===== src/rtl/decode_stage.sv =====
// decode_stage: RV32I(M) instruction decoder feeding a DEPTH-entry output FIFO
// Ports:
//   clk, rst                 clock (rising edge), asynchronous active-high reset
//   in_valid, in_ready       instruction handshake; in_inst is the word, in_pc its address
//   flush                    drops every queued entry and any same-cycle input
//   out_valid, out_ready     decoded-bundle handshake; all out-side fields show the FIFO head
//   rs1/rs2/rd _addr, _en    register addresses and enables (rd_en is 0 for x0)
//   imm, b_is_imm, a_is_pc   sign-extended immediate and ALU operand selects
//   ex_operation             1 ADD, 2 SUB, 3 SLL, 4 SLT, 5 SLTU, 6 XOR, 7 SRL, 8 SRA,
//                            9 OR, 10 AND, 11 PASS_B, 0x200|funct3 for MUL..REMU, 0 illegal
//   cmp_op                   funct3, used by the branch comparator
//   is_*, rd_is_link         control-flow / memory class flags
//   mem_size, mem_unsigned   access width (0 byte, 1 half, 2 word) and load zero-extension
//   illegal                  word is not a decodable instruction
module decode_stage #(
    parameter int DEPTH    = 2,
    parameter bit ENABLE_M = 1'b1,
    parameter int PC_WIDTH = 32
) (
    input  logic                clk,
    input  logic                rst,
    input  logic                in_valid,
    output logic                in_ready,
    input  logic [31:0]         in_inst,
    input  logic [PC_WIDTH-1:0] in_pc,
    input  logic                flush,
    output logic                out_valid,
    input  logic                out_ready,
    output logic [PC_WIDTH-1:0] out_pc,
    output logic [4:0]          rs1_addr,
    output logic [4:0]          rs2_addr,
    output logic [4:0]          rd_addr,
    output logic                rs1_en,
    output logic                rs2_en,
    output logic                rd_en,
    output logic [31:0]         imm,
    output logic                b_is_imm,
    output logic                a_is_pc,
    output logic [9:0]          ex_operation,
    output logic [2:0]          cmp_op,
    output logic                is_branch,
    output logic                is_jal,
    output logic                is_jalr,
    output logic                rd_is_link,
    output logic                is_load,
    output logic                is_store,
    output logic                mem_unsigned,
    output logic [1:0]          mem_size,
    output logic                illegal
);
    localparam int AW = $clog2(DEPTH);
    localparam int CW = AW + 1;

    localparam logic [6:0] OPC_LOAD   = 7'b0000011;
    localparam logic [6:0] OPC_OP_IMM = 7'b0010011;
    localparam logic [6:0] OPC_AUIPC  = 7'b0010111;
    localparam logic [6:0] OPC_STORE  = 7'b0100011;
    localparam logic [6:0] OPC_OP     = 7'b0110011;
    localparam logic [6:0] OPC_LUI    = 7'b0110111;
    localparam logic [6:0] OPC_BRANCH = 7'b1100011;
    localparam logic [6:0] OPC_JALR   = 7'b1100111;
    localparam logic [6:0] OPC_JAL    = 7'b1101111;

    localparam logic [9:0] EX_ADD  = 10'd1;
    localparam logic [9:0] EX_SUB  = 10'd2;
    localparam logic [9:0] EX_SLL  = 10'd3;
    localparam logic [9:0] EX_SLT  = 10'd4;
    localparam logic [9:0] EX_SLTU = 10'd5;
    localparam logic [9:0] EX_XOR  = 10'd6;
    localparam logic [9:0] EX_SRL  = 10'd7;
    localparam logic [9:0] EX_SRA  = 10'd8;
    localparam logic [9:0] EX_OR   = 10'd9;
    localparam logic [9:0] EX_AND  = 10'd10;
    localparam logic [9:0] EX_PASS = 10'd11;
    localparam logic [9:0] EX_MDU  = 10'h200;

    typedef struct packed {
        logic [PC_WIDTH-1:0] pc;
        logic [4:0]          rs1_addr;
        logic [4:0]          rs2_addr;
        logic [4:0]          rd_addr;
        logic                rs1_en;
        logic                rs2_en;
        logic                rd_en;
        logic [31:0]         imm;
        logic                b_is_imm;
        logic                a_is_pc;
        logic [9:0]          ex_operation;
        logic [2:0]          cmp_op;
        logic                is_branch;
        logic                is_jal;
        logic                is_jalr;
        logic                rd_is_link;
        logic                is_load;
        logic                is_store;
        logic                mem_unsigned;
        logic [1:0]          mem_size;
        logic                illegal;
    } bundle_t;

    logic [6:0]  opcode;
    logic [2:0]  f3;
    logic [6:0]  f7;
    logic [31:0] imm_i, imm_s, imm_b, imm_u, imm_j;
    logic        legal, is_m;
    bundle_t     raw, dec;

    assign opcode = in_inst[6:0];
    assign f3     = in_inst[14:12];
    assign f7     = in_inst[31:25];
    assign imm_i  = {{20{in_inst[31]}}, in_inst[31:20]};
    assign imm_s  = {{20{in_inst[31]}}, in_inst[31:25], in_inst[11:7]};
    assign imm_b  = {{19{in_inst[31]}}, in_inst[31], in_inst[7], in_inst[30:25], in_inst[11:8], 1'b0};
    assign imm_u  = {in_inst[31:12], 12'b0};
    assign imm_j  = {{11{in_inst[31]}}, in_inst[31], in_inst[19:12], in_inst[20], in_inst[30:21], 1'b0};

    // alt selects SUB/SRA; it is only meaningful for funct3 0 and 5
    function automatic logic [9:0] alu_op(input logic [2:0] f, input logic alt);
        case (f)
            3'd0:    alu_op = alt ? EX_SUB : EX_ADD;
            3'd1:    alu_op = EX_SLL;
            3'd2:    alu_op = EX_SLT;
            3'd3:    alu_op = EX_SLTU;
            3'd4:    alu_op = EX_XOR;
            3'd5:    alu_op = alt ? EX_SRA : EX_SRL;
            3'd6:    alu_op = EX_OR;
            default: alu_op = EX_AND;
        endcase
    endfunction

    // The full 7-bit opcode includes inst[1:0], so non-32-bit encodings fall to default.
    always_comb begin
        raw          = '0;
        raw.pc       = in_pc;
        raw.rs1_addr = in_inst[19:15];
        raw.rs2_addr = in_inst[24:20];
        raw.rd_addr  = in_inst[11:7];
        raw.cmp_op   = f3;
        legal        = 1'b0;
        is_m         = f7 == 7'h01;
        case (opcode)
            OPC_LOAD: begin
                legal            = (f3[1:0] != 2'b11) && !(f3[2] && f3[1]);
                raw.rs1_en       = 1'b1;
                raw.rd_en        = 1'b1;
                raw.b_is_imm     = 1'b1;
                raw.is_load      = 1'b1;
                raw.mem_size     = f3[1:0];
                raw.mem_unsigned = f3[2];
                raw.imm          = imm_i;
                raw.ex_operation = EX_ADD;
            end
            OPC_STORE: begin
                legal            = !f3[2] && (f3[1:0] != 2'b11);
                raw.rs1_en       = 1'b1;
                raw.rs2_en       = 1'b1;
                raw.b_is_imm     = 1'b1;
                raw.is_store     = 1'b1;
                raw.mem_size     = f3[1:0];
                raw.imm          = imm_s;
                raw.ex_operation = EX_ADD;
            end
            OPC_OP_IMM: begin
                legal            = (f3 == 3'd1) ? (f7 == 7'h00) :
                                   (f3 == 3'd5) ? (f7 == 7'h00 || f7 == 7'h20) : 1'b1;
                raw.rs1_en       = 1'b1;
                raw.rd_en        = 1'b1;
                raw.b_is_imm     = 1'b1;
                // funct3 1 and 5 are the shifts: immediate is the bare shamt
                raw.imm          = (f3[1:0] == 2'b01) ? {27'b0, in_inst[24:20]} : imm_i;
                raw.ex_operation = alu_op(f3, (f3 == 3'd5) && f7[5]);
            end
            OPC_OP: begin
                legal            = (f7 == 7'h00) ||
                                   (f7 == 7'h20 && (f3 == 3'd0 || f3 == 3'd5)) ||
                                   (is_m && ENABLE_M);
                raw.rs1_en       = 1'b1;
                raw.rs2_en       = 1'b1;
                raw.rd_en        = 1'b1;
                raw.ex_operation = is_m ? (EX_MDU | {7'b0, f3}) : alu_op(f3, f7[5]);
            end
            OPC_LUI: begin
                legal            = 1'b1;
                raw.rd_en        = 1'b1;
                raw.b_is_imm     = 1'b1;
                raw.imm          = imm_u;
                raw.ex_operation = EX_PASS;
            end
            OPC_AUIPC: begin
                legal            = 1'b1;
                raw.rd_en        = 1'b1;
                raw.a_is_pc      = 1'b1;
                raw.b_is_imm     = 1'b1;
                raw.imm          = imm_u;
                raw.ex_operation = EX_ADD;
            end
            OPC_JAL: begin
                legal            = 1'b1;
                raw.rd_en        = 1'b1;
                raw.is_jal       = 1'b1;
                raw.a_is_pc      = 1'b1;
                raw.b_is_imm     = 1'b1;
                raw.rd_is_link   = 1'b1;
                raw.imm          = imm_j;
                raw.ex_operation = EX_ADD;
            end
            OPC_JALR: begin
                legal            = f3 == 3'd0;
                raw.rs1_en       = 1'b1;
                raw.rd_en        = 1'b1;
                raw.is_jalr      = 1'b1;
                raw.rd_is_link   = 1'b1;
                raw.b_is_imm     = 1'b1;
                raw.imm          = imm_i;
                raw.ex_operation = EX_ADD;
            end
            OPC_BRANCH: begin
                legal            = f3[2:1] != 2'b01;
                raw.rs1_en       = 1'b1;
                raw.rs2_en       = 1'b1;
                raw.is_branch    = 1'b1;
                raw.a_is_pc      = 1'b1;
                raw.b_is_imm     = 1'b1;
                raw.imm          = imm_b;
                raw.ex_operation = EX_ADD;
            end
            default: legal = 1'b0;
        endcase
        raw.rd_en = raw.rd_en && (raw.rd_addr != 5'd0);
        dec = raw;
        // illegal words keep only pc, register fields and cmp_op
        if (!legal) begin
            dec          = '0;
            dec.pc       = in_pc;
            dec.rs1_addr = raw.rs1_addr;
            dec.rs2_addr = raw.rs2_addr;
            dec.rd_addr  = raw.rd_addr;
            dec.cmp_op   = f3;
            dec.illegal  = 1'b1;
        end
    end

    bundle_t        mem [DEPTH];
    bundle_t        head;
    logic [AW-1:0]  wr_ptr, rd_ptr;
    logic [CW-1:0]  count;
    logic           push, pop;

    assign in_ready  = !rst && (count < CW'(DEPTH));
    assign out_valid = count != '0;
    assign push      = in_valid && in_ready && !flush;
    assign pop       = out_valid && out_ready && !flush;

    always_ff @(posedge clk or posedge rst) begin
        if (rst) begin
            wr_ptr <= '0;
            rd_ptr <= '0;
            count  <= '0;
        end else if (flush) begin
            wr_ptr <= '0;
            rd_ptr <= '0;
            count  <= '0;
        end else begin
            wr_ptr <= wr_ptr + AW'(push);
            rd_ptr <= rd_ptr + AW'(pop);
            count  <= count + CW'(push) - CW'(pop);
        end
    end

    always_ff @(posedge clk) begin
        if (push) mem[wr_ptr] <= dec;
    end

    // masking with out_valid keeps the bundle at zero while empty or in reset
    assign head         = out_valid ? mem[rd_ptr] : '0;
    assign out_pc       = head.pc;
    assign rs1_addr     = head.rs1_addr;
    assign rs2_addr     = head.rs2_addr;
    assign rd_addr      = head.rd_addr;
    assign rs1_en       = head.rs1_en;
    assign rs2_en       = head.rs2_en;
    assign rd_en        = head.rd_en;
    assign imm          = head.imm;
    assign b_is_imm     = head.b_is_imm;
    assign a_is_pc      = head.a_is_pc;
    assign ex_operation = head.ex_operation;
    assign cmp_op       = head.cmp_op;
    assign is_branch    = head.is_branch;
    assign is_jal       = head.is_jal;
    assign is_jalr      = head.is_jalr;
    assign rd_is_link   = head.rd_is_link;
    assign is_load      = head.is_load;
    assign is_store     = head.is_store;
    assign mem_unsigned = head.mem_unsigned;
    assign mem_size     = head.mem_size;
    assign illegal      = head.illegal;
endmodule


===== config.mk =====
export PLATFORM = sky130hd
export DESIGN_NAME = decode_stage
export DESIGN_NICKNAME = d
export VERILOG_FILES = /design/src/rtl/decode_stage.sv
export SDC_FILE = /design/constraint.sdc
export NUM_CORES = 1
export LEC_CHECK = 0
export CAP_MARGIN = 20
export CORE_MARGIN = 2
export CORE_UTILIZATION = 47
export CTS_CLUSTER_SIZE = 24
export DETAILED_ROUTE_END_ITERATION = 7
export PLACE_DENSITY = 0.75
export SLEW_MARGIN = 20
export SYNTH_ARGS = -nofsm -noshare
export SYNTH_HDL_FRONTEND = slang
export SYNTH_SLANG_ARGS = --single-unit

===== constraint.sdc =====
create_clock -name clk -period 3.8 [get_ports clk]
set_clock_uncertainty 0.1 [all_clocks]
set_input_delay 0.76 -clock clk [delete_from_list [all_inputs] [get_ports clk]]
set_output_delay 0.76 -clock clk [all_outputs]
set_load 0.005 [all_outputs]

==> impl_metrics.yaml, run 1 <==
run_status:
  outcome: "finished clean"
yosys:
  ys_types: 55
  synth_fa_ha_area_share_pct: 0.550
  synth_area_leaders: "edfxtp_1 (67%), mux2i_1 (11%), nor2_1 (5.4%)"
  synth-simple-area-share_pct: 11.2
  synth_edf_count: 204
  yosysTopAreaCell: "edfxtp_1"
  synth_area_mm2: 0.00910
  syn_inst: 663
  postSynth.asyncResetShare_pct: 1.92
  ys.flop_type: "edfxtp_1"
  synth.yosys.seq_area_share_pct: 68.4
  synth_top_cell_area_share_pct: 67.3
  yosysWarnings: 0
  synth-xor-area-share_pct: 0.481
  synth.ff_latch_count: 208
  synthMuxAreaShare_pct: 11.2
  synth_top_family_by_area: "multiplexers"
  synth_area_per_cell_um2: 13.7
  synth_compound_area_share_pct: 5.30
global_routing:
  grtUsageTotal_pct: 20.0
  top_usage_layer: "met2"
  grt_pass1_wl_um: 32100
  grtUsageMet1_pct: 27.2
  antenna_found_initial: 1
  met2_usage_pct: 33.2
  overflow: 0
  grtUsageMet3_pct: 4.12
  grt_pass1_vias: 5887
  grt_max_degree: 73
place:
  portBuffers: 172
  dp_slack_ns: 0.0367
  dpl.hpwl_um: 14300
  gp_congestion: 0.852
  place_area_mm2: 0.0112
  place_inst: 1080
setup_path:
  required_ns: 3.88
  crit_type: "primary input to flip-flop"
  cp-end-kind: "flip-flop"
  startpoint_type: "primary input"
  crit_arrival_ns: 3.35
  crit_path_max_fanout: 27
  r2r-start: "count[1]"
  cp-startpoint: "in_inst[6]"
power_and_ir_drop:
  peakVddDrop_mv: 0.337
  power.total_mw: 5.59
  power_per_cell_area_mw_per_mm2: 466
  leakage_nw: 3.85
finish:
  final_common_cell: "edfxtp_1"
  finalNonFillerCells: 1119
  final_cell_mix: "edfxtp_1 (204), clkdlybuf4s50_1 (172), nor2_1 (129)"
  multiInputGateArea_mm2: 0.00267
  final_util_pct: 63.7
  fin_area_mm2: 0.0120
  area_growth_pct: 31.9
  ff_latch_area_mm2: 0.00623
  drive_gt1_share_pct: 9.32
  fill_cells: 1413
  fin_nets: 917
clock_tree:
  cts_resized: 0
  root_buffer: "clkbuf_16"
  cts_buffers: 22
  holdBufCountCts: 0
  clockBufferDepth: 3
  path_clk_slew_ns: 0.06
  cts_tree: "yes"
  cts_setup_buffers: 0
  htreeDepth: 1
  cts.sinks: 208
  clkLatencyLatePin_ns: 0.49
timing:
  worstMarginPinSlew_ns: 1.07
  finalSetupViolCount: 0
  setup-tns-final_ns: 0
  final_max_slew_viol_count: 0
  clock.fmax_ghz: 0.306
  finalWorstSetupSlack_ns: 0.530
  hold_slack_ns: 0.382
  fin_crit_ns: 3.27
  finalHoldViolations: 0
  rsz0062_at_grt: "false"
  timing.slew.headroom_pct: 28.7
  finalCritPeriodShare_pct: 86.1
job:
  max-cap-violations: 0
routing:
  drc: 0
  wl_per_cell_um: 18.7
  drt_wl_total_um: 21000
  post_drt_via_cell_ratio: 5.35
  first_pass_iters: 5
  ant_nets: 0
  first_iter_violations: 451
  vias: 5991
floorplanning:
  num_rows: 50
  dieArea_mm2: 0.0205
  core_mm2: 0.0188
  start_util_pct: 48.3
  die_w_um: 143
  die_y_um: 143
  pin_count: 178
worst_hold_path:
  hold_path.class: "primary input to asynchronous set/reset pin"
power breakdown:
part / total [mW] / internal, mW / switching, mW
Clock: 2.22 / 1.38 / 0.847
Sequential: 2.58 / 2.56 / 0.0206
Combinational: 0.788 / 0.406 / 0.382
Total: 5.59 / 4.34 / 1.25
synth_stat cells, drive strengths merged (2+ instances only):
cell type	n
inv	7
nand3	4
nand2	34
nor2b	5
nor2	132
ha	4
o2111ai	2
or2	2
and3	5
a21oi	29
and2	5
buf	24
xnor2	2
nor4	4
nand3b	2
a21o	3
o21ai	11
a32oi	2
o211ai	3
o31ai	2
a22oi	5
edfxtp	204
a2111oi	2
dfrtp	4
and3b	7
nand2b	5
mux2i	102
or4	2
xor2	3
clkbuf	23
a31oi	2
a211oi	2
nor3	8
flip-flops by register name, indices dropped and copies added, names as in the netlist:
name / cells
mem: 204
rd_ptr: 1
count: 2
wr_ptr: 1
routing by layer:
| layer | share of wire (%) | vias to the layer above |
|---|---|---|
| met5 | 0 | - |
| met4 | 2.0 | 0 |
| met3 | 7.5 | 37 |
| met2 | 48 | 245 |
| met1 | 43 | 2918 |
| li1 | - | 2791 |
final timing paths:
| path | to | slack, ns | cells past startpoint |
|---|---|---|---|
| setup / recovery | mem[1][56] | 0.53 | 6 |
| hold reg to reg | count[0] | 0.57 | 2 |
| setup reg to reg | count[1] | 1.72 | 10 |
| hold / removal | count[1] | 0.38 | 2 |
| max in group asynchronous | rd_ptr | 3.05 | 2 |
| min in group clk | count[0] | 0.57 | 2 |
final cells by class:
class,count,area share [%]
Sequential cell,208,51.9
Clock inverter,13,1.47
Timing Repair Buffer,200,16.5
Clock buffer,25,4.86
Multi-Input combinational cell,405,22.3
Inverter,7,0.219
Tap cell,260,2.71
Antenna cell,1,0.0209
worst max-delay path, stage by stage:
cell             delay, ns
clkdlybuf4s50_1       0.85
nand3b_1              0.21
nor4_1                0.11
a41o_4                0.35
nor3_4                0.87
nor3_1                0.19
kinds of logic (layout without fill, tap and decap cells):
kind of cell | Yosys count | in the layout
xor gates and xnor gates | 5 | 5
adders and majority gates | 4 | 4
other | 1 | 6
muxes | 102 | 102
AOI/OAI and AO/OA | 68 | 68
buffers and inverters | 54 | 245
and+or+nand+nor | 221 | 221
DFF | 208 | 208
Note: power is estimated with default switching activity, not from simulation.
==> inputs of run 2 (changes only) <==
--- a/config.mk
+++ b/config.mk
@@ -11,7 +11,6 @@
 export CTS_CLUSTER_SIZE = 24
 export DETAILED_ROUTE_END_ITERATION = 7
 export PLACE_DENSITY = 0.75
-export SLEW_MARGIN = 20
 export SYNTH_ARGS = -nofsm -noshare
 export SYNTH_HDL_FRONTEND = slang
 export SYNTH_SLANG_ARGS = --single-unit
==> results of run 2 <==
The final DEF is identical to that of run 1; final timing and power are the same.
